[src/rtl/flex_down_counter.sv]
// Loadable down-counter / terminal-count timer with IDLE/RUN control.
// Define FLEX_DOWN_COUNTER_AUTO_RELOAD_EN to add the auto_reload input and the reload register.
module flex_down_counter #(
    parameter int NUM_CNT_BITS = 4
) (
    input  logic                    clk,
    input  logic                    n_rst,
    input  logic                    clear,
    input  logic                    load,
    input  logic [NUM_CNT_BITS-1:0] load_val,
    input  logic                    count_enable,
`ifdef FLEX_DOWN_COUNTER_AUTO_RELOAD_EN
    input  logic                    auto_reload,
`endif
    output logic [NUM_CNT_BITS-1:0] count_out,
    output logic                    busy,
    output logic                    last_flag,
    output logic                    done_pulse,
    output logic                    underflow_err
);

    typedef enum logic {
        IDLE = 1'b0,
        RUN  = 1'b1
    } state_t;

    localparam logic [NUM_CNT_BITS-1:0] ONE = NUM_CNT_BITS'(1);

    state_t                  state_q, state_d;
    logic [NUM_CNT_BITS-1:0] count_q, count_d;
    logic                    last_q, last_d;
    logic                    done_q, done_d;
    logic                    err_q, err_d;
    logic                    reload_now;

`ifdef FLEX_DOWN_COUNTER_AUTO_RELOAD_EN
    logic [NUM_CNT_BITS-1:0] reload_q, reload_d;
`endif

    always_comb begin
`ifdef FLEX_DOWN_COUNTER_AUTO_RELOAD_EN
        reload_d   = reload_q;
        reload_now = auto_reload && (reload_q != '0);
`else
        reload_now = 1'b0;
`endif
        state_d = state_q;
        count_d = count_q;
        done_d  = 1'b0;
        err_d   = err_q;

        if (clear) begin
            state_d = IDLE;
            count_d = '0;
            err_d   = 1'b0;
        end else if (load) begin
            count_d = load_val;
`ifdef FLEX_DOWN_COUNTER_AUTO_RELOAD_EN
            reload_d = load_val;
`endif
            // a zero-length run completes immediately
            if (load_val != '0) begin
                state_d = RUN;
            end else begin
                state_d = IDLE;
                done_d  = 1'b1;
            end
        end else if (count_enable) begin
            if (state_q == RUN) begin
                if (count_q == ONE) begin
                    done_d = 1'b1;
`ifdef FLEX_DOWN_COUNTER_AUTO_RELOAD_EN
                    if (reload_now) begin
                        count_d = reload_q;
                    end else begin
                        count_d = '0;
                        state_d = IDLE;
                    end
`else
                    count_d = '0;
                    state_d = IDLE;
`endif
                end else if (count_q != '0) begin
                    count_d = count_q - ONE;
                end
            end else if (count_q == '0) begin
                err_d = 1'b1;
            end
        end

        last_d = (state_d == RUN) && (count_d == ONE);
    end

    always_ff @(posedge clk or negedge n_rst) begin
        if (!n_rst) begin
            state_q <= IDLE;
            count_q <= '0;
            last_q  <= 1'b0;
            done_q  <= 1'b0;
            err_q   <= 1'b0;
        end else begin
            state_q <= state_d;
            count_q <= count_d;
            last_q  <= last_d;
            done_q  <= done_d;
            err_q   <= err_d;
        end
    end

`ifdef FLEX_DOWN_COUNTER_AUTO_RELOAD_EN
    always_ff @(posedge clk or negedge n_rst) begin
        if (!n_rst) begin
            reload_q <= '0;
        end else begin
            reload_q <= reload_d;
        end
    end
`else
    logic unused_reload;
    assign unused_reload = reload_now;
`endif

    assign count_out     = count_q;
    assign busy          = (state_q == RUN);
    assign last_flag     = last_q;
    assign done_pulse    = done_q;
    assign underflow_err = err_q;

endmodule

[config.mk]
export PLATFORM = sky130hd
export DESIGN_NAME = flex_down_counter
export DESIGN_NICKNAME = d
export VERILOG_FILES = /design/src/rtl/flex_down_counter.sv
export SDC_FILE = /design/constraint.sdc
export NUM_CORES = 1
export LEC_CHECK = 0
export CAP_MARGIN = 10
export CORE_ASPECT_RATIO = 1.25
export CORE_MARGIN = 2
export CORE_UTILIZATION = 30
export DETAILED_ROUTE_END_ITERATION = 10
export DONT_BUFFER_PORTS = 1
export GPL_ROUTABILITY_DRIVEN = 1
export PLACE_DENSITY = 0.42
export SLEW_MARGIN = 20
export SYNTH_ARGS = -nofsm -noshare
export SYNTH_HDL_FRONTEND = slang
export SYNTH_SLANG_ARGS = --single-unit
[constraint.sdc]
create_clock -name clk -period 3.97 [get_ports clk]
set_clock_uncertainty 0.2 [all_clocks]
set_input_delay 0 -clock clk [delete_from_list [all_inputs] [get_ports clk]]
set_output_delay 0 -clock clk [all_outputs]
set_load 0.02 [all_outputs]
==> impl_metrics.json, run 1 <==
{
  "fin_nets": 84,
  "ant_nets": 0,
  "fin_tns_setup_ns": 0,
  "p_per_area_nw_per_um2": 288.3,
  "post_cts_resized": 0,
  "maxCapViolations": 0,
  "min-delay-start": "load_val[2]",
  "ctsHoldBuffers": 14,
  "rsz0062_at_grt": "false",
  "post-place-cells": 73,
  "yosys-top-cells-count": "8 x dfrtp_1, 8 x nor2_1, 7 x inv_1",
  "status": "completed",
  "grt_usage_pct": 14.38,
  "seq_area_frac_synth_pct": 36.12,
  "cp_data_arrival_time_ns": 2.55,
  "hold_path.class": "input pin to register",
  "timing.final.crit_share_pct": 64.56,
  "synthArstFlopShare_pct": 100.0,
  "portBuffers": 0,
  "required_ns": 3.95,
  "synth_top_cell_by_area": "dfrtp_1",
  "cp_num_buf_inv": 2,
  "routed_via_density": 5.111,
  "finalWirelength_mm": 1.320,
  "path_delay_family": "buffers and inverters",
  "fillCellCount": 186,
  "fmax_ghz": 0.3902,
  "whs_ns": 0.01923,
  "cpPeakStageDelay_ns": 0.59,
  "dp_hpwl_um": 987.8,
  "syn_to_final_growth_pct": 32.28,
  "worst-setup-path-type": "register to register",
  "antenna_found_initial": 0,
  "grt_max_degree": 12,
  "relSlewSlack_pct": 67.97,
  "synthesis.nets": 66,
  "rows": 17,
  "p_leak_nw": 0.3156,
  "worstPathCellList": "inv_1, ha_1, nor3b_2, mux2i_1, nand3_1, a221oi_2, dlygate4sd3_1",
  "gp_congestion": 0.7528,
  "path_clk_slew_ns": 0.05,
  "slew_violations": 0,
  "grt_pass1_vias": 459,
  "drive_gt1_share_pct": 19.72,
  "wire_per_inst_um": 14.67,
  "synth_cell_types": 26,
  "antenna_cells": 0,
  "grt-ovfl-total": 0,
  "startpoint": "count_out[1]",
  "start_kind": "register",
  "period_minus_slack_ns": 2.563,
  "synth_edf_count": 0,
  "grt_pass1_wl_mm": 2.249,
  "dieArea_um2": 2209,
  "cts_setup_buffers": 0,
  "core_area_um2": 1744,
  "ios": 17,
  "cts_buffer_depth": 2,
  "crit_slowest_cell": "dlygate4sd3_1",
  "drc_errors": 0,
  "layoutNonFillerInstCount": 90,
  "synth_area_leaders": "dfrtp_1 36%, a221oi_2 8.1%, nor2_1 5.4%",
  "cts.sinks": 8,
  "synth-main-ff-cell": "dfrtp_1",
  "syn_area_um2": 554.3,
  "setup_viol": 0,
  "drtPass1Iterations": 3,
  "clk-insertion-delay-late_ns": 0.25,
  "worstMarginPinSlew_ns": 0.4788,
  "hold_viol": 0,
  "initial_utilization_pct": 31.78,
  "h-tree-depth": 1,
  "drtIter0Drc": 3,
  "die_w_um": 42.45,
  "fp.dieH_um": 52.06,
  "syn-mean-instance-area_um2": 10.08,
  "ys_seq_elements": 8,
  "rr_startpoint": "count_out[1]",
  "tritoncts": "done",
  "postSynthCellCount": 55,
  "numCtsBuffers": 3,
  "vias": 460,
  "worstSetupEndpointType": "register",
  "yosysWarningCount": 0,
  "root_buffer": "clkbuf_4",
  "peakVddDrop_mv": 0.1497,
  "critPathMaxFanout": 5,
  "netlist.area_leader.share_pct": 36.12
}
flip-flops by register name, indices dropped and copies added (netlist names):
name	flops
busy	1
count_out	4
done_pulse	1
last_flag	1
underflow_err	1
logic make-up after synthesis:
logic type | count (synthesis) | share of synthesized area (%)
buffers and inverters | 8 | 6.096
adder cells (fa/ha/maj) | 2 | 4.514
AO/OA/AOI/OAI | 12 | 22.12
multiplexers | 2 | 3.612
AND/OR/NAND/NOR | 23 | 27.54
flip-flops | 8 | 36.12
worst min-delay path, stage by stage:
cell    delay [ns]
nor3_1        0.02
and3_1        0.21
nor2_1        0.14
nor2_1        0.05
power by group:
group          switching (W)  internal (W)
clock network      0.0000262     0.0000345
logic              0.0000245     0.0000257
registers          0.0000143     0.0000861
total              0.0000650      0.000146
stage by stage:
step	instance area (µm²)	power [W]	worst slack (ns)	utilization, %
final	733.2	0.0002114	1.407	42.04
after global routing	733.2	0.0002269	1.198	42.04
after CTS	733.2	0.0002156	1.387	42.04
after detailed placement	570.5	0.0001373	1.821	32.71
after global placement	570.5	0.0001378	1.852	32.71
after floorplan	554.3	0.0001316	2.029	-
worst paths after layout:
check	to	slack (ns)	depth (start not counted)
worst min register to register	busy	0.65	2
min in group asynchronous	busy	0.45	2
worst min-delay path	done_pulse	0.02	4
worst max-delay path	count_out[1]	1.41	7
max in group asynchronous	count_out[0]	2.86	2
worst max register to register	count_out[1]	1.41	7
layout by cell type (no fill, tap or decap):
cell	netlist	final
and3_1	1	1
o41ai_2	1	1
nor3b_1	1	1
nor4b_2	1	1
a31oi_1	1	1
o31ai_1	1	1
nand3_1	2	2
nand2b_4	1	1
ha_1	2	2
nor3_4	1	1
nor3b_2	1	1
nor2_1	8	8
o21a_1	1	1
nor3_1	2	2
mux2i_1	2	2
clkbuf_4	0	3
nand2_1	2	2
nand2_2	1	1
nand4bb_1	1	1
and2_1	1	1
a21oi_2	1	1
dfrtp_1	8	8
a21oi_1	3	3
dlygate4sd3_1	0	14
inv_1	7	7
a221oi_2	3	3
a41oi_2	1	1
routing by layer:
metal	GRT usage [%]	part of all wire (%)
met1	16.34	42
met5	0	0
met4	10.94	1.4
met3	4.167	4.9
met2	22.56	51
area by class of cell:
| class | count | area, µm² | share of cell area (%) |
|---|---|---|---|
| Multi-Input combinational cell | 39 | 320.3 | 43.69 |
| Tap cell | 19 | 23.77 | 3.242 |
| Timing Repair Buffer | 14 | 140.1 | 19.11 |
| Inverter | 7 | 26.28 | 3.584 |
| Sequential cell | 8 | 200.2 | 27.30 |
| Clock buffer | 3 | 22.52 | 3.072 |
Power figures use the tool's default switching activity.
==> run 2, diff against run 1 <==
Settings changed: PLACE_DENSITY 0.42 to 0.43.
Clock period 3.97 ns to 2.2 ns, I/O delays scaled along.
==> impl_metrics.json, run 2 (same netlist as run 1, synthesis figures left out) <==
{
  "status": "complete, but fails checks",
  "violations": "hold timing",
  "ios": 17,
  "final_cell_mix": "11 x dlygate4sd3_1, 8 x nor2_1, 8 x dfrtp_1",
  "cts_buffer_depth": 2,
  "routed_via_density": 5.141,
  "period_minus_slack_ns": 2.037,
  "fmax_ghz": 0.4909,
  "drc_errors": 0,
  "drive_gt1_share_pct": 26.03,
  "critPathMaxFanout": 3,
  "grt_pass1_wl_mm": 2.159,
  "fin_tns_setup_ns": 0,
  "hold_path.class": "input pin to register",
  "fin_nets": 86,
  "seqPwrFrac_pct": 42.3,
  "ctsHoldBuffers": 11,
  "antenna_cells": 0,
  "final_core_util_pct": 42.47,
  "timing.final.crit_share_pct": 92.59,
  "worstSetupEndpointType": "register",
  "clkPwrFrac_pct": 28.7,
  "drtPass1Iterations": 2,
  "relSlewSlack_pct": 70.38,
  "die_w_um": 42.45,
  "grt-ovfl-total": 0,
  "h-tree-depth": 1,
  "whs_ns": -0.003127,
  "largest_register_ffs": 4,
  "cts_setup_buffers": 0,
  "numCtsBuffers": 3,
  "core_area_um2": 1744,
  "post_cts_resized": 0,
  "start_kind": "register",
  "drtIter0Drc": 3,
  "gp_congestion": 0.8175,
  "ant_nets": 0,
  "rows": 17,
  "p_leak_nw": 0.3195,
  "path_clk_slew_ns": 0.05,
  "p_sw_w": 0.0001213,
  "worstMarginPinSlew_ns": 0.4428,
  "root_buffer": "clkbuf_4",
  "p_per_area_nw_per_um2": 527.2,
  "grt_usage_pct": 13.84,
  "grt_max_degree": 11,
  "grt_pass1_vias": 490,
  "tritoncts": "done",
  "rrSetupSlack_ns": 0.16,
  "dp_hpwl_mm": 1.017,
  "wire_per_inst_um": 14.04,
  "clk-insertion-delay-late_ns": 0.25,
  "slew_violations": 0,
  "portBuffers": 0,
  "final_common_cell": "dlygate4sd3_1",
  "p_int_w": 0.0002692,
  "antenna_found_initial": 0,
  "setup_viol": 0,
  "hold_viol": 1,
  "vias": 473,
  "cts.sinks": 8,
  "rsz0062_at_grt": "false",
  "dieArea_um2": 2209,
  "worst-setup-path-type": "register to register",
  "power_frac_comb_pct": 29.0,
  "maxCapViolations": 0,
  "cp_data_arrival_time_ns": 2.02,
  "finalWirelength_mm": 1.292,
  "p_sw_share_pct": 31.07,
  "peakVddDrop_mv": 0.3040,
  "initial_utilization_pct": 31.78,
  "syn_to_final_growth_pct": 33.63,
  "fp.dieH_um": 52.06,
  "required_ns": 2.19
}
## run 2: layout make-up
cell class	count	area, µm²
repair buffers	16	147.6
clock buffers	3	22.52
multi-input cells	39	320.3
flip-flops and latches	8	200.2
inverters	7	26.28
fillers	184	1003
well taps	19	23.77
## run 2: path summary, 6_finish.rpt
| kind | to | start | cells after the start |
|---|---|---|---|
| hold reg to reg | count_out[2] | count_out[2] | 2 |
| max in group asynchronous | count_out[1] | n_rst | 2 |
| setup / recovery | underflow_err | count_out[1] | 6 |
| hold / removal | busy | load_val[2] | 3 |
| setup reg to reg | underflow_err | count_out[1] | 6 |
| min in group asynchronous | underflow_err | n_rst | 2 |
## run 2: routing by layer
layer  vias to the layer above  wire length [µm]  GRT usage (%)  share of wire, %
li1                        237                 -              -                 -
met2                        16               617          20.00                48
met1                       215               562          16.03                43
met4                         0                38          11.98               2.9
met3                         5                74          4.861               5.7
met5                         -                 0              0                 0
## run 2: power groups by stage
stage               combinational [W]  clock, W  sequential, W
finish                       0.000113  0.000112       0.000165
global route                 0.000124  0.000126       0.000167
CTS                          0.000114  0.000118       0.000165
detailed placement          0.0000895         0       0.000168
floorplan                   0.0000574         0       0.000180
global placement            0.0000901         0       0.000168
## run 2: metrics by stage
step                hold WS, ns  worst slack (ns)  total power [W]  area (µm²)  instances
floorplan               -0.4956            0.2586        0.0002375       554.3         55
finish                -0.003127            0.1631        0.0003905       740.7         92
detailed placement      -0.4954            0.1945        0.0002573       608.1         78
global route           0.002093          0.005137        0.0004163       740.7         92
CTS                   0.0004999            0.1735        0.0003980       740.7         92
global placement        -0.4954            0.1749        0.0002582       608.1         78
## run 2: critical path: stages (launching register included)
cell and delay [ns]:
dfrtp_1 0.37, inv_1 0.09, ha_1 0.21, nor3b_2 0.30, a31oi_1 0.14, dlygate4sd3_1 0.58
nor2_1 0.08
==> run 3, diff against run 2 <==
Settings changed: CORE_MARGIN 2 to 5.
Clock period 2.2 ns to 1.81 ns, I/O delays scaled along.
==> impl_metrics.json, run 3 (same netlist as run 1, synthesis figures left out) <==
{
  "dp_hpwl_mm": 1.126,
  "min-delay-start": "count_enable",
  "syn_to_final_growth_pct": 46.50,
  "drive_gt1_share_pct": 41.25,
  "r2r_end": "count_out[1]",
  "drtIter0Drc": 5,
  "wire_per_inst_um": 14.13,
  "grt_pass1_wl_mm": 2.580,
  "slew_violations": 0,
  "cts_buffer_depth": 2,
  "cp_data_arrival_time_ns": 1.87,
  "setup_viol": 2,
  "portBuffers": 0,
  "gp_congestion": 0.7696,
  "antenna_cells": 0,
  "violations": "setup timing",
  "critPathMaxFanout": 3,
  "clk-insertion-delay-late_ns": 0.25,
  "cts.sinks": 8,
  "rrSetupSlack_ns": -0.07,
  "worst-r2r-cell-count": 7,
  "finalWirelength_mm": 1.399,
  "grt_usage_pct": 11.44,
  "required_ns": 1.80,
  "grt_max_degree": 13,
  "core_area_um2": 1765,
  "die_w_um": 48.45,
  "routed_via_density": 5.020,
  "drc_errors": 0,
  "whs_ns": 0.008691,
  "hold_viol": 0,
  "worst-setup-path-type": "register to register",
  "final_cell_mix": "13 x buf_4, 9 x dlygate4sd3_1, 8 x nor2_1",
  "fin_ws_ns": -0.07078,
  "fmax_ghz": 0.5317,
  "peakVddDrop_mv": 0.4432,
  "path_clk_slew_ns": 0.06,
  "numCtsBuffers": 3,
  "start_kind": "register",
  "p_leak_nw": 0.3518,
  "fin_nets": 92,
  "timing.final.crit_share_pct": 103.9,
  "dieArea_um2": 2812,
  "min_to": "count_out[3]",
  "ios": 17,
  "ant_nets": 0,
  "antenna_found_initial": 0,
  "rsz0062_at_grt": "true",
  "vias": 497,
  "final_common_cell": "buf_4",
  "fin_tns_setup_ns": -0.1346,
  "grt_pass1_vias": 562,
  "relSlewSlack_pct": 67.13,
  "maxCapViolations": 0,
  "p_total_w": 0.0005113,
  "grt-ovfl-total": 0,
  "post-place-cells": 84,
  "layoutNonFillerInstCount": 99,
  "tritoncts": "done",
  "worstSetupEndpointType": "register",
  "p_per_area_nw_per_um2": 629.7,
  "rows": 17,
  "status": "complete, but fails checks",
  "initial_utilization_pct": 31.40,
  "root_buffer": "clkbuf_4",
  "rr_startpoint": "count_out[1]",
  "fp.dieH_um": 58.06,
  "worstMarginPinSlew_ns": 0.4915,
  "drtPass1Iterations": 4,
  "largest_register_ffs": 4,
  "h-tree-depth": 1,
  "hold_path.class": "input pin to register",
  "hold_depth": 3,
  "period_minus_slack_ns": 1.881
}
## run 3: per-stage QoR
step / utilization (%) / setup slack, ns / instance area (µm²)
4_1_cts: 45.64 / -0.1017 / 805.8
3_3_place_gp: 38.20 / -0.1477 / 674.4
2_1_floorplan: - / -0.05087 / 575.6
6_report: 46.00 / -0.07078 / 812.0
3_5_place_dp: 38.20 / -0.1186 / 674.4
5_1_grt: 46.00 / -0.1779 / 812.0
## run 3: critical path: stages (launching register included)
cell and delay (ns):
dfrtp_2 0.42, inv_4 0.07, ha_4 0.13, nor3b_4 0.21, mux2i_1 0.23, nand3_1 0.12
a221oi_2 0.28, buf_4 0.16
## run 3: worst max path at each step
stage                            start           end  slack [ns]  cells past startpoint
final                     count_out[1]  count_out[1]       -0.07                      7
after global routing      count_out[1]     last_flag       -0.18                      8
after CTS                 count_out[1]  count_out[1]       -0.10                      7
after detailed placement  count_out[0]     last_flag       -0.12                      7
after global placement    count_out[0]     last_flag       -0.15                      7
after floorplan           count_out[0]     last_flag       -0.05                      7
## run 3: per-layer routing
metal / vias to the layer above / GRT usage (%) / share of wire, %
met1: 237 / 10.97 / 36
met4: 0 / 3.953 / 0.71
li1: 249 / - / -
met5: - / 0 / 0
met2: 9 / 22.01 / 57
met3: 2 / 4.113 / 6.0
## run 3: timing repair
item / 4_1_cts / 5_1_grt
hold endpoints to repair: 16 / 0
setup buffers: 2 / 0
hold buffers: 9 / 0
setup endpoints to repair: 2 / 4
cloned: 0 / 0
pin swaps: 3 / 0
resized for setup: 0 / 2
## run 3: cell type report
type / count / area (µm²)
fill: 177 / 953.4
sequential: 8 / 202.7
multi-input combinational: 39 / 342.8
clock buffer: 4 / 26.28
tap: 19 / 23.77
inverter: 7 / 28.78
timing repair buffer: 22 / 187.7
## run 3: where the power goes
group          leakage [nW]  internal, W  switching [W]
combinational         0.234    0.0000829      0.0000827
sequential            0.103     0.000190      0.0000156
clock                0.0150    0.0000840      0.0000561
total                 0.352     0.000357       0.000154
